File: src/rtl/maze_map_arbiter.sv
// Arbitrates the single-port maze map ROM between the render path (priority)
// and the game-logic path (level request, bounded wait before a forced grant).
module maze_map_arbiter #(
  parameter int unsigned ADDR_W   = 5,
  parameter int unsigned DATA_W   = 21,
  parameter int unsigned ROM_LAT  = 1,
  parameter int unsigned MAX_WAIT = 4
) (
  input  logic              clk,
  input  logic              reset,
  input  logic              ren_req,
  input  logic [ADDR_W-1:0] ren_addr,
  output logic              ren_rvalid,
  output logic [DATA_W-1:0] ren_rdata,
  output logic              ren_overrun,
  input  logic              lg_req,
  input  logic [ADDR_W-1:0] lg_addr,
  output logic              lg_ack,
  output logic [DATA_W-1:0] lg_rdata,
  output logic              rom_en,
  output logic [ADDR_W-1:0] rom_addr,
  input  logic [DATA_W-1:0] rom_data
);

  localparam int unsigned WCNT_W = $clog2(MAX_WAIT + 1);

  typedef enum logic [1:0] {
    LG_IDLE,
    LG_WAIT,
    LG_INFLIGHT
  } lg_state_e;

  lg_state_e           lg_state_q;
  logic [WCNT_W-1:0]   wcnt_q;
  logic                rp_valid_q, rp_valid_d;
  logic [ADDR_W-1:0]   rp_addr_q, rp_addr_d;
  logic                rp_drop;
  logic                rom_en_q;
  logic [ADDR_W-1:0]   rom_addr_q;
  logic                iss_lg_q;
  logic [ROM_LAT-1:0]  tag_v_q;
  logic [ROM_LAT-1:0]  tag_lg_q;
  logic                ren_rvalid_q, ren_overrun_q, lg_ack_q;
  logic [DATA_W-1:0]   ren_rdata_q, lg_rdata_q;

  logic                ren_cand, lg_cand, wcnt_full;
  logic [ADDR_W-1:0]   ren_cand_addr;
  logic                grant_lg, grant_ren;
  logic                tag_exit_v, tag_exit_lg;

  assign ren_cand      = rp_valid_q | ren_req;
  assign ren_cand_addr = rp_valid_q ? rp_addr_q : ren_addr;
  assign lg_cand       = lg_req && (lg_state_q != LG_INFLIGHT);
  assign wcnt_full     = (wcnt_q == WCNT_W'(MAX_WAIT));
  assign grant_lg      = lg_cand && (!ren_cand || wcnt_full);
  assign grant_ren     = ren_cand && !grant_lg;
  assign tag_exit_v    = tag_v_q[ROM_LAT-1];
  assign tag_exit_lg   = tag_lg_q[ROM_LAT-1];

  // A logic grant parks the concurrent render request; serving the parked one
  // parks the new one, so a deferred render stays exactly one cycle late.
  always_comb begin
    // NOTE: every always_comb output gets a default first so no path infers a latch.
    rp_valid_d = rp_valid_q;
    rp_addr_d  = rp_addr_q;
    rp_drop    = 1'b0;
    if (grant_lg && ren_req) begin
      rp_drop    = rp_valid_q;
      rp_valid_d = 1'b1;
      rp_addr_d  = ren_addr;
    end else if (grant_ren && rp_valid_q) begin
      rp_valid_d = ren_req;
      if (ren_req) rp_addr_d = ren_addr;
    end
  end

  always_ff @(posedge clk) begin
    // NOTE: the tag pipe and data registers are reset too, so reads in flight at
    // reset can never raise a response from stale rom_data.
    if (reset) begin
      lg_state_q    <= LG_IDLE;
      wcnt_q        <= '0;
      rp_valid_q    <= 1'b0;
      rp_addr_q     <= '0;
      rom_en_q      <= 1'b0;
      rom_addr_q    <= '0;
      iss_lg_q      <= 1'b0;
      tag_v_q       <= '0;
      tag_lg_q      <= '0;
      ren_rvalid_q  <= 1'b0;
      ren_rdata_q   <= '0;
      ren_overrun_q <= 1'b0;
      lg_ack_q      <= 1'b0;
      lg_rdata_q    <= '0;
    end else begin
      // NOTE: sequential state uses <= only, so every register sees pre-edge values.
      rom_en_q <= grant_lg | grant_ren;
      iss_lg_q <= grant_lg;
      if (grant_lg)       rom_addr_q <= lg_addr;
      else if (grant_ren) rom_addr_q <= ren_cand_addr;

      tag_v_q[0]  <= rom_en_q;
      tag_lg_q[0] <= iss_lg_q;
      for (int i = 1; i < int'(ROM_LAT); i++) begin
        tag_v_q[i]  <= tag_v_q[i-1];
        tag_lg_q[i] <= tag_lg_q[i-1];
      end

      ren_rvalid_q <= tag_exit_v && !tag_exit_lg;
      lg_ack_q     <= tag_exit_v && tag_exit_lg;
      if (tag_exit_v && !tag_exit_lg) ren_rdata_q <= rom_data;
      if (tag_exit_v && tag_exit_lg)  lg_rdata_q  <= rom_data;

      rp_valid_q    <= rp_valid_d;
      rp_addr_q     <= rp_addr_d;
      ren_overrun_q <= ren_overrun_q | rp_drop;

      if (grant_lg || !lg_cand)  wcnt_q <= '0;
      else if (!wcnt_full)       wcnt_q <= wcnt_q + WCNT_W'(1);

      // INFLIGHT is left only after the ack cycle, so a requester still holding
      // lg_req during the ack does not trigger a second read.
      case (lg_state_q)
        LG_IDLE:     if (grant_lg) lg_state_q <= LG_INFLIGHT;
                     else if (lg_req) lg_state_q <= LG_WAIT;
        LG_WAIT:     if (grant_lg) lg_state_q <= LG_INFLIGHT;
                     else if (!lg_req) lg_state_q <= LG_IDLE;
        LG_INFLIGHT: if (lg_ack_q) lg_state_q <= LG_IDLE;
        default:     lg_state_q <= LG_IDLE;
      endcase
    end
  end

  assign ren_rvalid  = ren_rvalid_q;
  assign ren_rdata   = ren_rdata_q;
  assign ren_overrun = ren_overrun_q;
  assign lg_ack      = lg_ack_q;
  assign lg_rdata    = lg_rdata_q;
  assign rom_en      = rom_en_q;
  assign rom_addr    = rom_addr_q;

endmodule
File: config.mk
export PLATFORM = sky130hd
export DESIGN_NAME = maze_map_arbiter
export DESIGN_NICKNAME = d
export VERILOG_FILES = /design/src/rtl/maze_map_arbiter.sv
export SDC_FILE = /design/constraint.sdc
export NUM_CORES = 1
export LEC_CHECK = 0
export CAP_MARGIN = 40
export CORE_ASPECT_RATIO = 0.8
export CORE_MARGIN = 10
export CORE_UTILIZATION = 45
export CTS_BUF_LIST = sky130_fd_sc_hd__clkbuf_8
export DETAILED_ROUTE_END_ITERATION = 16
export DONT_BUFFER_PORTS = 1
export SLEW_MARGIN = 25
export SYNTH_ARGS = -nofsm -noshare
export SYNTH_HDL_FRONTEND = slang
export SYNTH_SLANG_ARGS = --single-unit
File: constraint.sdc
create_clock -name clk -period 1.8 [get_ports clk]
set_input_delay 0.27 -clock clk [delete_from_list [all_inputs] [get_ports clk]]
set_output_delay 0.27 -clock clk [all_outputs]
set_load 0.05 [all_outputs]
==> results of run 1 <==
[timing repair]
item,4_1_cts,5_1_grt
hold endpoints to repair,50,0
setup buffers,0,0
hold buffers,2,0
[sequential cells by signal (all words and copies together), names as in the netlist]
register and flops:
rom_en 1, ren_overrun 1, ren_rdata 21, rom_addr 5, rp_valid_q 1, tag_exit_lg 1
ren_rvalid 1, lg_rdata 21, iss_lg_q 1, wcnt_q 3, tag_exit_v 1, lg_state_q 2
rp_addr_q 5, lg_ack 1
[how the worst min path moves through the flow]
stage	startpoint	to	slack, ns	depth (start not counted)
after floorplan	rom_data[8]	lg_rdata[8]$_SDFFE_PP0P_	0.41	2
after global placement	reset	rom_addr[0]$_SDFFE_PP0P_	0.35	1
after detailed placement	reset	rom_addr[0]$_SDFFE_PP0P_	0.35	1
after CTS	reset	iss_lg_q$_SDFF_PP0_	0.0006	1
after global routing	reset	iss_lg_q$_SDFF_PP0_	0.002	1
final	reset	iss_lg_q$_SDFF_PP0_	0.03	1
[kinds of logic (layout without fill, tap and decap cells)]
logic type               count (synthesis)  count (layout)  share of synthesized area [%]
flip-flops                              65              65                          52.82
buffers and inverters                   23              32                          3.707
AND/OR/NAND/NOR                        123             123                          22.19
AO/OA/AOI/OAI                           64              64                          16.20
multiplexers                            10              10                          4.063
adder cells (fa/ha/maj)                  2               2                          1.016
[area by class of cell]
cell class / count / area [um2] / share of cell area [%]
sequential: 65 / 1301 / 47.32
multi-input combinational: 199 / 1074 / 39.04
clock buffer: 10 / 137.6 / 5.005
timing repair buffer: 14 / 120.1 / 4.368
tap: 65 / 81.33 / 2.957
clock inverter: 5 / 25.02 / 0.9099
inverter: 3 / 11.26 / 0.4095
[power groups by stage]
stage	registers [mW]	logic [mW]	clock network [mW]
3_3_place_gp	1.68	0.154	0
3_5_place_dp	1.68	0.157	0
2_1_floorplan	1.68	0.127	0
4_1_cts	1.65	0.183	1.07
6_report	1.65	0.182	1.02
5_1_grt	1.65	0.205	1.13
[per-layer routing]
metal / up-vias / wire length (um) / global-route usage [%]
met5: - / 0 / 0
met3: 4 / 897 / 10.42
met4: 0 / 51 / 3.836
met1: 899 / 2677 / 17.83
met2: 64 / 2766 / 21.01
li1: 987 / - / -
[stage by stage]
step           total power, mW  utilization [%]
2_1_floorplan            1.803                -
3_3_place_gp             1.833            47.58
3_5_place_dp             1.836            47.58
4_1_cts                  2.903            51.16
5_1_grt                  2.989            51.16
6_report                 2.848            51.16
[cell usage after synthesis, drive strengths merged]
| cell | count |
|---|---|
| nand2 | 86 |
| dfxtp | 65 |
| a21oi | 42 |
| clkbuf | 18 |
| nand2b | 14 |
| mux2i | 10 |
| nor2 | 5 |
| a32o | 4 |
| nor2b | 4 |
| inv | 3 |
| nor4 | 3 |
| o31ai | 3 |
| or4 | 3 |
| a311o | 2 |
| a31oi | 2 |
| a41oi | 2 |
| buf | 2 |
| ha | 2 |
| nand4 | 2 |
| o211ai | 2 |
| o22ai | 2 |
| a2111oi | 1 |
| a2bb2oi | 1 |
| and2 | 1 |
| and3 | 1 |
| nand3 | 1 |
| nand3b | 1 |
| nor3 | 1 |
| nor4b | 1 |
| o21ai | 1 |
| o2bb2ai | 1 |
| o32a | 1 |
[worst max-delay path: cells and delay by family, from the launching register on]
kind	cells	cell delay [ns]
AO/OA/AOI/OAI	2	0.42
AND/OR/NAND/NOR	1	0.49
buffers and inverters	1	0.06
flip-flops	1	0.33
adder cells (fa/ha/maj)	1	0.23
==> flow_summary_export.csv, run 1 <==
group,metric,value,unit
clock_tree,root_buffer,"clkbuf_8",
routing,viasPerCell,5.413,
sta,final.setup.tns,0,ns
sta,fin_skew,0.006628,ns
synth,syn_avg_cell_area,8.584,um2
sta,maxSlewHeadroom,61.20,%
place,gp_congestion,0.7777,
power_and_ir_drop,p_seq_share,57.8,%
worst_setup_path,cp.arrival,1.85,ns
power_and_ir_drop,p_sw,0.7754,mW
clock_tree,h-tree-depth,3,
worst_setup_path,path_max_fanout,8,
clock_tree,clkSinkCount,65,
routing,post_drt_wl_per_cell,17.71,um
synth,ys_seq_elements,65,
sta,hold_viol_final,0,
grt,grt-ovfl-total,0,
sta,rsz0062_at_grt,"no",
run,drv_cap,0,
worst_setup_path,cp-end-kind,"flop",
grt,track_usage,14.89,%
layout,final_cells,361,
hold_path,min_path_type,"in2reg",
power_and_ir_drop,switching_share,27.23,%
worst_setup_path,cpPeakStageDelay,0.49,ns
place,place_hpwl,4.445,mm
sta,fmax,614.4,MHz
layout,fin_area,2750,um2
synth,synth_area,2464,um2
worst_setup_path,endpoint,"rom_addr[3]$_SDFFE_PP0P_",
clock_tree,clk_pin_slew,0.06,ns
synth,yosys-top-cells-area,"dfxtp_1, nand2_1, a21oi_1",
power_and_ir_drop,pwr_density_cell,1035,nW/um2
synth,syn_nets,324,
layout,final_cell_mix,"nand2_1, dfxtp_1, a21oi_1, nand2b_1, buf_4",
layout,areaGrowthSynthToFinish,11.63,%
sta,final.period_utilization,90.42,%
power_and_ir_drop,vdd_drop_max,0.4249,mV
routing,via_count,1954,
power_and_ir_drop,p_leak,0.9464,nW
place,pre_cts_slack,0.1804,ns
floorplanning,die_area,8853,um2
power_and_ir_drop,p_clk_share,35.8,%
worst_setup_path,worstPathRequired,2.02,ns
floorplanning,rows,24,
routing,ant_nets,0,
floorplanning,initial_core_util,45.83,%
floorplanning,die_w,102.7,um
layout,drive_above_1_share,9.797,%
floorplanning,core-area,5375,um2
sta,fin_crit,1.628,ns
routing,drc,0,
power_and_ir_drop,internal_power,2.072,mW
place,dp.cells,344,
worst_setup_path,crit_slowest_cell,"or4_1",
worst_setup_path,r2r-end,"rom_addr[3]$_SDFFE_PP0P_",
worst_setup_path,crit_type,"reg2reg",
grt,grt_max_degree,51,
routing,routed_wl,6.392,mm
worst_setup_path,reg2reg_from,"wcnt_q[0]$_SDFFE_PP0N_",
floorplanning,ios,86,
synth,synth_largest_area_cell,"dfxtp_1",
synth,yosysWarnings,0,
clock_tree,cts_buffers,9,
clock_tree,cts_buffer_depth,2,
worst_setup_path,reg2reg_slack,0.17,ns
sta,setup_viol_count_final,0,
clock_tree,cts-resized-gates,0,
floorplanning,dieHeight,86.18,um
routing,dr.pass1.iters,4,
worst_setup_path,crit_chain,"inv_1, ha_1, a2bb2oi_2, or4_1, a32o_1",
layout,mostFrequentLayoutCell,"nand2_1",
layout,diodes,0,
clock_tree,cts_tree,"done",
synth,seq_area_frac_synth,52.82,%
synth,synth_top_area_share,52.82,%
layout,fillers,536,
grt,grt_pass1_vias,1898,
place,portBuffers,0,
layout,nNetsFinal,329,
sta,finalMaxSlewViolations,0,
clock_tree,clock_latency,0.32,ns
grt,antenna_found_initial,0,
status,status,"finished clean",
synth,syn_inst,287,
sta,worst_slack,0.1725,ns
worst_setup_path,crit_start,"wcnt_q[0]$_SDFFE_PP0N_",
grt,grt_pass1_wl,10.32,mm
synth,synth.distinct_cells,34,
worst_setup_path,start_kind,"flop",
place,dpl_cell_area,2557,um2
sta,tightest_slew,0.5808,ns
power_and_ir_drop,combPwrFrac,6.4,%
routing,drt_iter0_drc,173,
worst_setup_path,reg2reg_depth,5,
sta,fin_hold_ws,0.02692,ns
No activity file was read; power rests on OpenSTA's default activity.
==> run 2, diff against run 1 <==
--- a/config.mk
+++ b/config.mk
@@ -12,6 +12,7 @@
 export CTS_BUF_LIST = sky130_fd_sc_hd__clkbuf_8
 export DETAILED_ROUTE_END_ITERATION = 16
 export DONT_BUFFER_PORTS = 1
+export PLACE_DENSITY = 0.71
 export SLEW_MARGIN = 25
 export SYNTH_ARGS = -nofsm -noshare
 export SYNTH_HDL_FRONTEND = slang
==> flow_summary_export.csv, run 2 (synthesized netlist as in run 1, its figures left out) <==
group,metric,value,unit
sta,final.setup.tns,0,ns
floorplanning,core-area,5375,um2
clock_tree,cts-resized-gates,0,
layout,areaGrowthSynthToFinish,14.78,%
layout,nNetsFinal,329,
power_and_ir_drop,fin_total_pwr,3.220,mW
grt,grt_pass1_wl,9.977,mm
grt,grt_pass1_vias,1819,
worst_setup_path,crit_type,"reg2reg",
power_and_ir_drop,pwr_density_cell,1139,nW/um2
clock_tree,clock_latency,0.33,ns
sta,rsz0062_at_grt,"no",
routing,drc,0,
sta,fin_skew,0.008903,ns
grt,grt-ovfl-total,0,
routing,drt_iter0_drc,165,
status,status,"finished clean",
worst_setup_path,path_max_fanout,8,
layout,mostFrequentLayoutCell,"nand2_1",
grt,antenna_found_initial,0,
layout,diodes,0,
layout,fin_area,2828,um2
run,drv_cap,0,
layout,final_cell_mix,"nand2_1, dfxtp_1, a21oi_1, nand2b_1",
sta,fin_crit,1.638,ns
clock_tree,cts_buffer_depth,2,
clock_tree,cts_buffers,9,
routing,routed_wl,6.445,mm
floorplanning,initial_core_util,45.83,%
clock_tree,root_buffer,"clkbuf_8",
worst_setup_path,cp-end-kind,"flop",
grt,grt_max_degree,50,
grt,track_usage,14.42,%
power_and_ir_drop,p_leak,0.9699,nW
place,place_hpwl,4.415,mm
floorplanning,die_area,8853,um2
power_and_ir_drop,vdd_drop_max,0.6083,mV
place,gp_congestion,0.7709,
worst_setup_path,start_kind,"flop",
routing,via_count,1991,
routing,ant_nets,0,
clock_tree,clkSinkCount,65,
routing,viasPerCell,5.500,
clock_tree,cts_tree,"done",
sta,hold_viol_final,0,
clock_tree,h-tree-depth,3,
routing,dr.pass1.iters,4,
floorplanning,dieHeight,86.18,um
worst_setup_path,cp.arrival,1.87,ns
place,portBuffers,0,
clock_tree,clk_pin_slew,0.08,ns
sta,setup_viol_count_final,0,
hold_path,min_path_type,"in2reg",
place,dpl_cell_area,2560,um2
routing,post_drt_wl_per_cell,17.80,um
floorplanning,ios,86,
sta,maxSlewHeadroom,63.17,%
floorplanning,rows,24,
worst_setup_path,worstPathRequired,2.04,ns
sta,final.period_utilization,90.99,%
sta,finalMaxSlewViolations,0,
sta,tightest_slew,0.5517,ns
sta,fmax,610.5,MHz
floorplanning,die_w,102.7,um
layout,drive_above_1_share,10.10,%
-- run 2: cell count changes in the layout (fill, tap and decap cells not counted), sizes merged --
cell / previous run / this run
dlygate4sd3: 1 / 2
buf: 13 / 12
inv: 5 / 4
bufinv: 0 / 2
-- run 2: layer usage --
layer  global-route usage [%]  wire [um]  vias up  share of wire, %
met5                        0          0        -                 0
met1                    17.15       2629      905                41
met4                    5.371         51        0              0.79
met2                    20.02       2843       93                44
li1                         -          -      989                 -
met3                    9.706        921        4                14
-- run 2: path summary, 6_finish.rpt --
path,startpoint,slack [ns],cells past startpoint,endpoint
hold / removal,reset,0.04,1,rp_valid_q$_SDFFE_PP0P_
setup reg to reg,wcnt_q[1]$_SDFFE_PP0N_,0.16,5,rom_addr[3]$_SDFFE_PP0P_
hold reg to reg,iss_lg_q$_SDFF_PP0_,0.45,1,tag_exit_lg$_SDFF_PP0_
setup / recovery,wcnt_q[1]$_SDFFE_PP0N_,0.16,5,rom_addr[3]$_SDFFE_PP0P_
-- run 2: critical path: stages, from the launching register on --
cell,delay (ns)
dfxtp_1,0.34
inv_1,0.07
ha_1,0.23
a2bb2oi_2,0.15
or4_1,0.50
a32o_1,0.27
-- run 2: timing repair --
action,4_1_cts,5_1_grt
hold endpoints to repair,49,1
buffers inserted,0,0
hold buffers,2,1
-- run 2: cell type report --
class / count / area, um2
fillers: 486 / 2547
flip-flops and latches: 65 / 1301
multi-input cells: 199 / 1071
clock buffers: 10 / 137.6
repair buffers: 14 / 135.1
clock inverters: 6 / 90.09
well taps: 65 / 81.33
inverters: 3 / 11.26
-- run 2: report_power, final --
group	internal (mW)	switching, mW
Combinational	0.0725	0.104
Clock	0.822	0.572
Sequential	1.48	0.166
-- run 2: per-stage QoR --
| step | instances | setup slack [ns] | hold slack [ns] | utilization (%) |
|---|---|---|---|---|
| after floorplan | 287 | 0.3052 | 0.4060 | - |
| after global placement | 343 | 0.2420 | 0.3475 | 47.63 |
| after detailed placement | 343 | 0.1788 | 0.3495 | 47.63 |
| after CTS | 361 | 0.1636 | 0.001288 | 52.42 |
| after global routing | 362 | 0.07481 | 0.01478 | 52.61 |
| final | 362 | 0.1621 | 0.04466 | 52.61 |
==> run 3, diff against run 2 <==
--- a/config.mk
+++ b/config.mk
@@ -7,7 +7,7 @@
 export LEC_CHECK = 0
 export CAP_MARGIN = 40
 export CORE_ASPECT_RATIO = 0.8
-export CORE_MARGIN = 10
+export CORE_MARGIN = 2
 export CORE_UTILIZATION = 45
 export CTS_BUF_LIST = sky130_fd_sc_hd__clkbuf_8
 export DETAILED_ROUTE_END_ITERATION = 16
==> constraint.sdc (replaced) <==
create_clock -name clk -period 1.8 [get_ports clk]
set_input_delay 0.18 -clock clk [delete_from_list [all_inputs] [get_ports clk]]
set_output_delay 0.18 -clock clk [all_outputs]
set_load 0.05 [all_outputs]
==> flow_summary_export.csv, run 3 (synthesized netlist as in run 1, its figures left out) <==
group,metric,value,unit
sta,rsz0062_at_grt,"no",
clock_tree,clk_pin_slew,0.07,ns
worst_setup_path,worstPathRequired,2.02,ns
grt,track_usage,21.34,%
worst_setup_path,reg2reg_depth,5,
grt,grt_max_degree,57,
worst_setup_path,path_max_fanout,8,
worst_setup_path,r2r-end,"rom_addr[3]$_SDFFE_PP0P_",
sta,finalMaxSlewViolations,0,
grt,met3_usage,8.747,%
place,place_hpwl,3.788,mm
status,status,"finished clean",
floorplanning,die_w,86.73,um
clock_tree,cts_buffer_depth,2,
grt,grt-ovfl-total,0,
layout,ff_latch_area,1301,um2
worst_setup_path,reg2reg_slack,0.16,ns
sta,fin_skew,0.004926,ns
worst_setup_path,crit_slowest_cell,"or4_1",
routing,drc,0,
clock_tree,cts_buffers,9,
floorplanning,initial_core_util,45.83,%
power_and_ir_drop,switching_share,26.11,%
worst_setup_path,crit_chain,"inv_1, ha_1, a2bb2oi_2, or4_1, a32o_1",
routing,dr.pass1.iters,4,
clock_tree,cts_tree,"done",
power_and_ir_drop,combPwrFrac,7.5,%
sta,setup_viol_count_final,0,
routing,post_drt_wl_per_cell,15.40,um
routing,ant_nets,0,
place,portBuffers,0,
place,pre_cts_slack,0.1773,ns
worst_setup_path,crit_type,"reg2reg",
worst_setup_path,crit_start,"wcnt_q[0]$_SDFFE_PP0N_",
power_and_ir_drop,internal_power,2.250,mW
sta,tightest_slew,0.6164,ns
layout,multi_input_area,1071,um2
clock_tree,h-tree-depth,3,
floorplanning,core-area,5375,um2
power_and_ir_drop,p_seq_share,54.1,%
layout,final_cell_mix,"nand2_1, dfxtp_1, a21oi_1, dlygate4sd3_1, nand2b_1",
floorplanning,rows,24,
routing,via_count,2098,
clock_tree,root_buffer,"clkbuf_8",
worst_setup_path,cpPeakStageDelay,0.50,ns
power_and_ir_drop,pwr_density_cell,1003,nW/um2
hold_path,min_path_type,"in2reg",
routing,routed_wl,5.977,mm
sta,final.period_utilization,90.96,%
routing,viasPerCell,5.407,
power_and_ir_drop,p_leak,1.076,nW
grt,grt_pass1_wl,10.01,mm
run,drv_cap,0,
grt,use_met2,32.91,%
grt,busiest_layer,"met2",
layout,nNetsFinal,355,
power_and_ir_drop,vdd_drop_max,0.4583,mV
grt,grt_pass1_vias,2003,
grt,gr-usage-met1,26.78,%
sta,hold_viol_final,0,
worst_setup_path,reg2reg_from,"wcnt_q[0]$_SDFFE_PP0N_",
sta,worst_slack,0.1627,ns
layout,diodes,0,
sta,fmax,610.7,MHz
routing,drt_iter0_drc,174,
layout,areaGrowthSynthToFinish,23.26,%
worst_setup_path,start_kind,"flop",
layout,drive_above_1_share,8.359,%
power_and_ir_drop,p_clk_share,38.4,%
worst_setup_path,endpoint,"rom_addr[3]$_SDFFE_PP0P_",
floorplanning,ios,86,
grt,antenna_found_initial,0,
clock_tree,clkSinkCount,65,
worst_setup_path,cp-end-kind,"flop",
floorplanning,die_area,6086,um2
place,gp_congestion,0.7819,
clock_tree,clock_latency,0.33,ns
hold_path,hp-start,"ren_req",
power_and_ir_drop,p_sw,0.7950,mW
sta,maxSlewHeadroom,58.91,%
floorplanning,dieHeight,70.18,um
layout,mostFrequentLayoutCell,"nand2_1",
sta,final.setup.tns,0,ns
worst_setup_path,cp.arrival,1.86,ns
sta,fin_crit,1.637,ns
layout,fillers,493,
## run 3: metrics by stage
step,total power [mW],cells,util (%),hold slack [ns],cell area [um2]
final,3.045,388,56.49,0.01962,3037
after global routing,3.191,388,56.49,0.01134,3037
after CTS,3.077,388,56.49,0.001761,3037
after detailed placement,1.829,343,47.39,0.2567,2547
after global placement,1.820,343,47.39,0.2541,2547
after floorplan,1.803,287,-,0.3160,2464
## run 3: worst min-delay path by stage
stage,end,slack [ns],cells after the start
final,rp_valid_q$_SDFFE_PP0P_,0.02,2
after global placement,rom_addr[0]$_SDFFE_PP0P_,0.25,1
after floorplan,lg_rdata[8]$_SDFFE_PP0P_,0.32,2
after global routing,rom_addr[0]$_SDFFE_PP0P_,0.01,2
after detailed placement,lg_rdata[8]$_SDFFE_PP0P_,0.26,1
after CTS,rp_valid_q$_SDFFE_PP0P_,0.002,2
## run 3: final cells by class
cell class                      count  share of cell area, %
Multi-Input combinational cell    199                  35.27
Tap cell                           65                  2.678
Clock inverter                      6                  1.689
Clock buffer                       10                  4.532
Timing Repair Buffer               40                  12.61
Sequential cell                    65                  42.85
Inverter                            3                 0.3708
## run 3: worst max-delay path, delay by kind of cell (launching register included)
family                     cells  cell delay, ns
and+or+nand+nor                1            0.50
AOI/OAI and AO/OA              2            0.42
buffers and inverters          1            0.06
DFF                            1            0.33
adders and majority gates      1            0.23
## run 3: metal layers
layer	share of wire (%)	vias up
li1	-	1046
met2	49	73
met1	44	974
met3	6.2	5
met5	0	-
met4	0.69	0
## run 3: timing repair
item                                    4_1_cts  5_1_grt
hold buffers                                 29        0
hold endpoints to repair                     61        0
setup buffers                                 0        0
resized for setup                             0        0
endpoints found under the setup margin        0        0
## run 3: power by group through the flow
stage | sequential [mW] | combinational (mW) | clock, mW
final | 1.65 | 0.228 | 1.17
after global routing | 1.65 | 0.253 | 1.28
after CTS | 1.65 | 0.227 | 1.20
after detailed placement | 1.68 | 0.148 | 0
after global placement | 1.68 | 0.142 | 0
after floorplan | 1.68 | 0.127 | 0
